`src/rtl/core_pkg.sv`:
```
// Shared types and constants for the multi-cycle core sequencer.
package core_pkg;

    localparam int INST_WIDTH = 32;
    localparam int PC_STEP    = 4;

    typedef enum logic [2:0] {
        FETCH, WAIT, DECODE, EXEC, WB, HALT, TRAP
    } state_e;

    typedef enum logic [1:0] {
        TC_NONE     = 2'd0,
        TC_ILLEGAL  = 2'd1,
        TC_MISALIGN = 2'd2,
        TC_TIMEOUT  = 2'd3
    } trap_cause_e;

endpackage

```
`src/rtl/core_perf_counter.sv`:
```
// Free-running cycle and retired-instruction counters; both wrap at 2^CNT_WIDTH.
module core_perf_counter #(
    parameter int CNT_WIDTH = 64
) (
    input  logic                 clk,
    input  logic                 rst,
    input  logic                 cycle_en_i,
    input  logic                 instret_inc_i,
    output logic [CNT_WIDTH-1:0] cycle_cnt_o,
    output logic [CNT_WIDTH-1:0] instret_cnt_o
);

    localparam logic [CNT_WIDTH-1:0] ONE = CNT_WIDTH'(1);

    logic [CNT_WIDTH-1:0] cycle_q, cycle_d;
    logic [CNT_WIDTH-1:0] instret_q, instret_d;

    always_comb begin
        cycle_d   = cycle_q;
        instret_d = instret_q;
        if (cycle_en_i)    cycle_d   = cycle_q + ONE;
        if (instret_inc_i) instret_d = instret_q + ONE;
    end

    always_ff @(posedge clk or posedge rst) begin
        if (rst) begin
            cycle_q   <= '0;
            instret_q <= '0;
        end else begin
            cycle_q   <= cycle_d;
            instret_q <= instret_d;
        end
    end

    assign cycle_cnt_o   = cycle_q;
    assign instret_cnt_o = instret_q;

endmodule

```
`src/rtl/multicycle_core_ctrl.sv`:
```
// Multi-cycle sequencer: FETCH -> WAIT -> DECODE -> EXEC -> WB, with sticky halt/trap stops.
module multicycle_core_ctrl
    import core_pkg::*;
#(
    parameter int                 XLEN          = 64,
    parameter logic [XLEN-1:0]    RESET_PC      = 64'h8000_0000,
    parameter int                 CNT_WIDTH     = 64,
    parameter int unsigned        FETCH_TIMEOUT = 0
) (
    input  logic                  clk,
    input  logic                  rst,
    output logic                  imem_req_valid_o,
    input  logic                  imem_req_ready_i,
    output logic [XLEN-1:0]       imem_req_addr_o,
    input  logic                  imem_rsp_valid_i,
    input  logic [INST_WIDTH-1:0] imem_rsp_data_i,
    output logic [INST_WIDTH-1:0] inst_o,
    input  logic                  dec_is_ebreak_i,
    input  logic                  dec_not_ipl_i,
    input  logic                  exe_redirect_i,
    input  logic [XLEN-1:0]       exe_target_i,
    output logic [XLEN-1:0]       current_pc_o,
    output logic [XLEN-1:0]       next_pc_o,
    output logic                  rf_wen_o,
    output logic                  exec_en_o,
    output logic                  halt_o,
    output logic                  trap_o,
    output logic [1:0]            trap_cause_o,
    output logic [CNT_WIDTH-1:0]  cycle_cnt_o,
    output logic [CNT_WIDTH-1:0]  instret_cnt_o
);

    localparam logic [XLEN-1:0] STEP       = XLEN'(PC_STEP);
    localparam bit              TIMEOUT_EN = (FETCH_TIMEOUT != 0);
    localparam logic [31:0]     TO_LAST    = 32'(FETCH_TIMEOUT - 1);

    state_e                  state_q;
    logic [XLEN-1:0]         pc_q, tgt_q, tgt_d;
    logic [INST_WIDTH-1:0]   inst_q;
    logic [31:0]             wait_q;
    logic                    exec_en_q, rf_wen_q, halt_q, trap_q;
    trap_cause_e             cause_q;

    assign tgt_d = exe_redirect_i ? exe_target_i : pc_q + STEP;

    always_ff @(posedge clk or posedge rst) begin
        if (rst) begin
            state_q   <= FETCH;
            pc_q      <= RESET_PC;
            tgt_q     <= '0;
            inst_q    <= '0;
            wait_q    <= '0;
            exec_en_q <= 1'b0;
            rf_wen_q  <= 1'b0;
            halt_q    <= 1'b0;
            trap_q    <= 1'b0;
            cause_q   <= TC_NONE;
        end else begin
            exec_en_q <= 1'b0;
            rf_wen_q  <= 1'b0;
            case (state_q)
                FETCH: if (imem_req_ready_i) begin
                    state_q <= WAIT;
                    wait_q  <= '0;
                end
                WAIT: begin
                    if (imem_rsp_valid_i) begin
                        inst_q  <= imem_rsp_data_i;
                        state_q <= DECODE;
                    end else if (TIMEOUT_EN && wait_q == TO_LAST) begin
                        state_q <= TRAP;
                        trap_q  <= 1'b1;
                        cause_q <= TC_TIMEOUT;
                    end else begin
                        wait_q <= wait_q + 32'd1;
                    end
                end
                // Illegal wins over ebreak when the decoder flags both.
                DECODE: begin
                    if (dec_not_ipl_i) begin
                        state_q <= TRAP;
                        trap_q  <= 1'b1;
                        cause_q <= TC_ILLEGAL;
                    end else if (dec_is_ebreak_i) begin
                        state_q <= HALT;
                        halt_q  <= 1'b1;
                    end else begin
                        state_q   <= EXEC;
                        exec_en_q <= 1'b1;
                    end
                end
                EXEC: begin
                    if (tgt_d[1:0] != 2'b00) begin
                        state_q <= TRAP;
                        trap_q  <= 1'b1;
                        cause_q <= TC_MISALIGN;
                    end else begin
                        tgt_q    <= tgt_d;
                        state_q  <= WB;
                        rf_wen_q <= 1'b1;
                    end
                end
                WB: begin
                    pc_q    <= tgt_q;
                    state_q <= FETCH;
                end
                default: ;
            endcase
        end
    end

    core_perf_counter #(.CNT_WIDTH(CNT_WIDTH)) u_perf (
        .clk           (clk),
        .rst           (rst),
        .cycle_en_i    (!(state_q == HALT || state_q == TRAP)),
        .instret_inc_i (state_q == WB),
        .cycle_cnt_o   (cycle_cnt_o),
        .instret_cnt_o (instret_cnt_o)
    );

    assign imem_req_valid_o = (state_q == FETCH);
    assign imem_req_addr_o  = pc_q;
    assign inst_o           = inst_q;
    assign current_pc_o     = pc_q;
    assign next_pc_o        = (state_q == WB) ? tgt_q : pc_q;
    assign rf_wen_o         = rf_wen_q;
    assign exec_en_o        = exec_en_q;
    assign halt_o           = halt_q;
    assign trap_o           = trap_q;
    assign trap_cause_o     = cause_q;

endmodule

```
`config.mk`:
```
export PLATFORM = sky130hd
export DESIGN_NAME = multicycle_core_ctrl
export DESIGN_NICKNAME = d
export VERILOG_FILES = /design/src/rtl/core_pkg.sv /design/src/rtl/core_perf_counter.sv /design/src/rtl/multicycle_core_ctrl.sv
export SDC_FILE = /design/constraint.sdc
export NUM_CORES = 1
export LEC_CHECK = 0
export ABC_AREA = 1
export BUFFER_PORTS_ARGS = -buffer_cell sky130_fd_sc_hd__buf_2
export CORE_MARGIN = 5
export CORE_UTILIZATION = 45
export DETAILED_ROUTE_END_ITERATION = 6
export GPL_TIMING_DRIVEN = 0
export PLACE_DENSITY = 0.74
export SLEW_MARGIN = 20
export SYNTH_ARGS = -nofsm -noshare
export SYNTH_HDL_FRONTEND = slang
export SYNTH_SLANG_ARGS = --single-unit
```
`constraint.sdc`:
```
create_clock -name clk -period 11.2 [get_ports clk]
set_input_delay 0 -clock clk [delete_from_list [all_inputs] [get_ports clk]]
set_output_delay 0 -clock clk [all_outputs]
set_load 0.01 [all_outputs]
```
# ---- Word level (Yosys, flattened, before mapping)
# Index checks and enable logic that the tools add are counted.
dict set report totals {
  reg_bits 297
  input_bits 103
  output_inout_bits 359
  elab_cells 55
}
dict set report op_classes {
  addsub 3
  eq_ne 10
  mux 19
  bitwise 2
  reduce_logical 10
}
# op n
set ops {}
lappend ops {{adder 64 x 1 -> 64 bit (second input constant)} 2}
lappend ops {{two-way mux 64 bit} 2}
lappend ops {{adder 64 x 3 -> 64 bit (second input constant)} 1}
lappend ops {{case mux 3 bit (5 select lines)} 1}
lappend ops {{two-way mux 3 bit} 4}
lappend ops {{== test 3 bit (second input constant)} 3}
lappend ops {{AND reduction 3 bit} 3}
lappend ops {{two-way mux 1 bit} 7}
lappend ops {{== test 3 x 2 -> 1 bit (second input constant)} 2}
lappend ops {{two-way mux 2 bit} 3}
lappend ops {{inequality test 2 bit (second input constant)} 3}
lappend ops {{nonzero test 5 bit} 1}
lappend ops {{case mux 2 bit (2 select lines)} 1}
lappend ops {{AND reduction 2 bit} 2}
lappend ops {{nonzero test 2 bit} 2}
lappend ops {{== test 3 x 1 -> 1 bit (second input constant)} 1}
lappend ops {{zero test 3 bit} 1}
lappend ops {{inequality test 2 x 1 -> 1 bit (second input constant)} 1}
lappend ops {{inverter 1 bit} 2}
lappend ops {{case mux 1 bit (2 select lines)} 1}
lappend ops {{logical OR 1 bit} 1}

# ---- Depth between registers and ports, before layout
dict set report logic_depth {
  depth_word 5
  depth_mapped 11
  ltp_nobuf 11
}

# ---- Modules after synthesis
# From an unflattened synthesis, not the netlist that was laid out.
dict set report hier_totals {
  cells_unflattened 2299
  hier_area_um2 16942.5
}
# mod n_inst cells_each area_per_inst_um2 seq_area_each_um2
set by_module_without_submodules {}
lappend by_module_without_submodules {multicycle_core_ctrl 1 1289 9476.6 4230.3}
lappend by_module_without_submodules {core_perf_counter 1 1010 7465.9 3203.1}

# ---- Worst setup path before layout
# OpenSTA, ideal clock, no wires.
dict set report synth_path {
  path_kind {reg-to-reg}
  start {reg pc_q[2], in the netlist current_pc_o[2]}
  end {reg tgt_q[58]}
  setup_time_ns 0.116
  arrival_time_ns 1.671
  required_time_ns 11.084
  path_slack_ns 9.412
  stages_incl_launch_ff 11
  path_buffers 0
  period_less_slack_ns 1.788
  path_cell_list {dfrtp_1 -> ha_1 -> nand2_1 -> nor2_4 -> nand2_1 -> nor2_2 -> nand2_1 -> o21ai_0 -> nand3_1 -> nand2_1 -> nand2_1}
}
dict set report synth_between {
  elab_chain_cells 2
}
# element line_no
set synth_lines {}
lappend synth_lines {{start: declaration} multicycle_core_ctrl.sv:38} ;# logic [XLEN-1:0] pc_q, tgt_q, tgt_d;
lappend synth_lines {{start signal: assignment} multicycle_core_ctrl.sv:104} ;# pc_q <= tgt_q;
lappend synth_lines {{adder 64 x 3 -> 64 bit} multicycle_core_ctrl.sv:44} ;# assign tgt_d = exe_redirect_i ? exe_target_i : pc_q + STEP;
lappend synth_lines {{two-way mux 64 bit} multicycle_core_ctrl.sv:44}
lappend synth_lines {{end signal: assignment} multicycle_core_ctrl.sv:98} ;# tgt_q <= tgt_d;
lappend synth_lines {{end: declaration} multicycle_core_ctrl.sv:38}
# Every way passes these cells.
# A chain may end at the register's enable or synchronous reset.

# ---- Worst setup path after layout
dict set report layout_path {
  start {reg state_q[1]}
  end {out next_pc_o[23]}
}
dict set report layout_between {
  elab_chain_cells 2
}
# element line_no
set layout_lines {}
lappend layout_lines {{start: declaration} multicycle_core_ctrl.sv:37} ;# state_e state_q;
lappend layout_lines {{start signal: assignment} multicycle_core_ctrl.sv:48} ;# state_q <= FETCH;
lappend layout_lines {{start signal: assignment} multicycle_core_ctrl.sv:63} ;# state_q <= WAIT;
lappend layout_lines {{start signal: assignment} multicycle_core_ctrl.sv:69} ;# state_q <= DECODE;
lappend layout_lines {{== test 3 bit} multicycle_core_ctrl.sv:125} ;# assign next_pc_o = (state_q == WB) ? tgt_q : pc_q;
lappend layout_lines {{two-way mux 64 bit} --}
lappend layout_lines {{end: declaration} multicycle_core_ctrl.sv:23} ;# output logic [XLEN-1:0] next_pc_o,
# Every way passes these cells.

==> results.env <==
FINCLKSKEW_NS=0.0151
HTREE_LEVELS=2
NUM_ANTENNA_CELLS=0
CLOCK-SINKS=297
CLKLATENCYLATEPIN_NS=0.55
WORST-SLEW-PIN-TRANSITION_NS=0.905
MAXSLEWHEADROOM_PCT=39.7
POSTCTSSETUPREPAIRBUFS=0
DIE_WIDTH_UM=204
SETUP_TOTAL_NEGATIVE_SLACK_NS=0
PLACEDCELLCOUNT=3290
CTS_HOLD_BUFFERS=102
YS_ASYNC_SR_FRACTION_PCT=100
YS_SEQ_AREA_SHARE_PCT=44.0
CRITICAL_PATH.ENDPOINT_TYPE='primary output'
DIE_H_UM=204
FIN_TOTAL_PWR_uW=4720
CLOCK_PATH_BUFFERS=3
TRITONCTS='built'
FP.COREAREA_UM2=37400
DRV_CAP=0
POST-SYNTH-TOP-AREA-CELL='dfrtp_1'
POWER_LEAKAGE_uW=0.0111
SYNTH.TOP_CELL.AREA_SHARE_PCT=43.8
FINAL.PERIOD_UTILIZATION_PCT=27.3
SYNTH-MAIN-FF-CELL='dfrtp_1'
FINAL_CELL_AREA_UM2=22100
LAYOUT_MIN_CYCLE_TIME_NS=3.06
TIMING.FINAL.HOLD_VIOLATIONS=0
NNETSFINAL=3025
YS_FF_LATCH=297
OUTCOME='complete, no violations'
WORST_R2R_STARTPOINT='state_q[1]$_DFFE_PP0P_'
ROOT_BUFFER='clkbuf_16'
AVGSYNTHCELLAREA_UM2=7.30
TIMING.CRITICAL_PATH.REQUIRED_NS=11.20
DIE-AREA_UM2=41500
SYNTHESIS.AREA_UM2=16900
BUFFER_PORTS.INSERTED=460
CELL_COUNT_AFTER_SYNTHESIS=2316
TIMING_MAX_TRANSITION_VIOLATIONS_FINAL=0
CRITPATHSLOWESTCELL='buf_1'
PLACEDINSTANCEAREA_UM2=19900
DETAIL_ROUTE.WIRELENGTH_MM=66.0
GPL.FINAL_WEIGHTED_CONGESTION=1.08
IO_PINS=462
LAYOUT-DRIVE-GT1-SHARE_PCT=22.7
YOSYSWARNINGS=0
SETUP.WORST_PATH.CLASS='flop to primary output'
GRT_MAX_DEGREE=85
ROWS=71
VIAS_IN_THE_FIRST_GLOBAL_ROUTE=17900
CRITICAL-PATH-TOP-DELAY-FAMILY='buffers and inverters'
HOLDCRITPATHCLASS='input pin to async pin'
POST_SYNTH_EDFFS=0
NUMCTSBUFFERS=36
OVERALL_OVERFLOW_REMAINING_AFTER_GLOBAL_ROUTE=0
DR_TOTAL_VIAS=17900
DP_HPWL_MM=50.2
YS_TYPES=37
GRT_USE_TOTAL_PCT=31.1
RSZ0062_AT_GRT='no'
FIRSTDRTPASSITERS=6
DRT_FIRST_ITER_VIOLATIONS=1269
CRITPATHBUFINV=4
GRT_PASS1_WL_MM=101
WORST_SETUP_PATH_START='state_q[1]$_DFFE_PP0P_'
ANTENNA_VIOLATIONS_BEFORE_REPAIR=1
POWER.DENSITY_nW_PER_UM2=213
MAX-VDD-IR-DROP_V=0.000212
DRT_DRC_VIOLATIONS_LEFT=0
FINAL-SETUP-VIOL-COUNT=0
POST-PLACE-WS_NS=8.69
INITIAL_CORE_UTIL_PCT=45.2
CRITICAL_PATH.CELL_CHAIN='inv_1 > nand2_1 > nor2_4 > buf_2 > buf_1 > nand2_1 > nand2_1 > buf_2'
MAX_CLOCK_FREQ_MHz=327
TIMING.CRITICAL_PATH.FROM_TYPE='flop'
SYN-NUM-NETS=2422
VIA_PER_INST=5.18
ROUTEDWLPERCELL_UM=19.1
TIMING.CRITICAL_PATH.MODE_CELL='nand2_1'
CLKTRANSATPATHREGS_NS=0.06
ROUTE.ANTENNA.REMAINING_NETS=0
CTS-RESIZED-GATES=0
SYNTH.AREA.TOP_CELLS='dfrtp_1, nand2_1, nor2_1'
AREAGROWTHSYNTHTOFINISH_PCT=31.0
CRITPATHMAXFANOUT=10
LAYOUT_SETUP_WS_NS=8.14
CP.ARRIVAL_NS=3.06
SLOWEST_DELAY_NS=0.71
STDCELL_COUNT=3454
==> synth_stat cells, types with 4 or more instances <==
library cell / n
nor2_4: 9
nand3_1: 131
nor4_1: 4
buf_4: 64
nand2_1: 722
a22oi_1: 14
nor3_1: 40
clkbuf_1: 31
nand2_2: 5
nand3b_1: 17
buf_2: 13
xnor2_1: 50
a21oi_1: 35
dfrtp_1: 296
xor2_1: 51
inv_1: 226
nor2_2: 14
mux2_2: 32
o21ai_0: 111
o22ai_1: 7
nor2_1: 368
nand4_1: 49
==> sequential cells by signal (all words and copies together), names as in the netlist <==
name / count
rf_wen_o: 1
state_q: 3
u_perf.cycle_cnt_o: 64
inst_o: 32
trap_cause_o: 2
halt_o: 1
u_perf.instret_cnt_o: 64
trap_o: 1
tgt_q: 64
exec_en_o: 1
current_pc_o: 64
==> final timing paths <==
check / to / slack (ns) / cells past startpoint
max in group asynchronous: current_pc_o[26]$_DFF_PP0_ / 9.93 / 5
min reg2reg: halt_o$_DFFE_PP0P_ / 0.47 / 1
min: u_perf.instret_cnt_o[56]$_DFFE_PP0N_ / 0.03 / 3
min in group clk: tgt_q[22]$_DFFE_PP0P_ / 0.05 / 4
max reg2reg: current_pc_o[23]$_DFF_PP0_ / 8.77 / 7
max: next_pc_o[23] / 8.14 / 8
==> cells by family after synthesis <==
family / share of synthesized area (%)
and+or+nand+nor: 33.9
AOI/OAI and AO/OA: 5.51
DFF: 44.0
buffers and inverters: 9.05
adders and majority gates: 0.222
muxes: 2.13
xor gates and xnor gates: 5.23
==> where the power goes <==
part	total (uW)	internal, uW	switching, uW
clock network	1180	704	476
logic	1800	725	1070
registers	1740	1380	362
==> metrics by stage <==
stage          utilization, %  hold WS, ns
3_3_place_gp             53.1        0.191
3_5_place_dp             53.3       0.0573
4_1_cts                  59.2       0.0196
5_1_grt                  59.2       0.0752
2_1_floorplan               -       0.0664
6_report                 59.2       0.0332
==> layout make-up <==
cell class,instances,area [um^2]
inverter,228,863
tap,511,639
multi-input combinational,1680,7940
buffer,111,673
clock inverter,12,126
clock buffer,50,1050
fill,3430,15300
sequential,297,7430
timing repair buffer,565,3410
==> worst reg2reg max path, cell delays in order (launching register included) <==
cell and delay (ns):
dfrtp_1 0.40, inv_1 0.15, nand2_1 0.11, nor2_4 0.29
buf_2 0.36, buf_1 0.71, nand2_1 0.12, nand2_1 0.19
==> routing by layer <==
metal  global-route usage, %  up-vias  wire [um]
li1                        -     8497          -
met3                    4.69      165       4480
met1                    38.2     8439      25700
met2                    53.4      799      32300
met5                       0        -          7
met4                    15.7        2       3570
==> cell usage in the layout (no fill, tap or decap), types with 17 or more instances in the layout <==
| master | count |
|---|---|
| dlygate4sd3_1 | 102 |
| xor2_1 | 51 |
| nand3_1 | 131 |
| nor2_1 | 368 |
| xnor2_1 | 50 |
| buf_4 | 64 |
| a21oi_1 | 35 |
| buf_2 | 473 |
| clkbuf_1 | 36 |
| dfrtp_1 | 296 |
| inv_1 | 225 |
| o21ai_0 | 111 |
| nor3_1 | 40 |
| nand3b_1 | 17 |
| mux2_2 | 32 |
| nand2_1 | 722 |
| clkbuf_16 | 37 |
| nand4_1 | 49 |
Note: power is estimated with default switching activity, not from simulation.
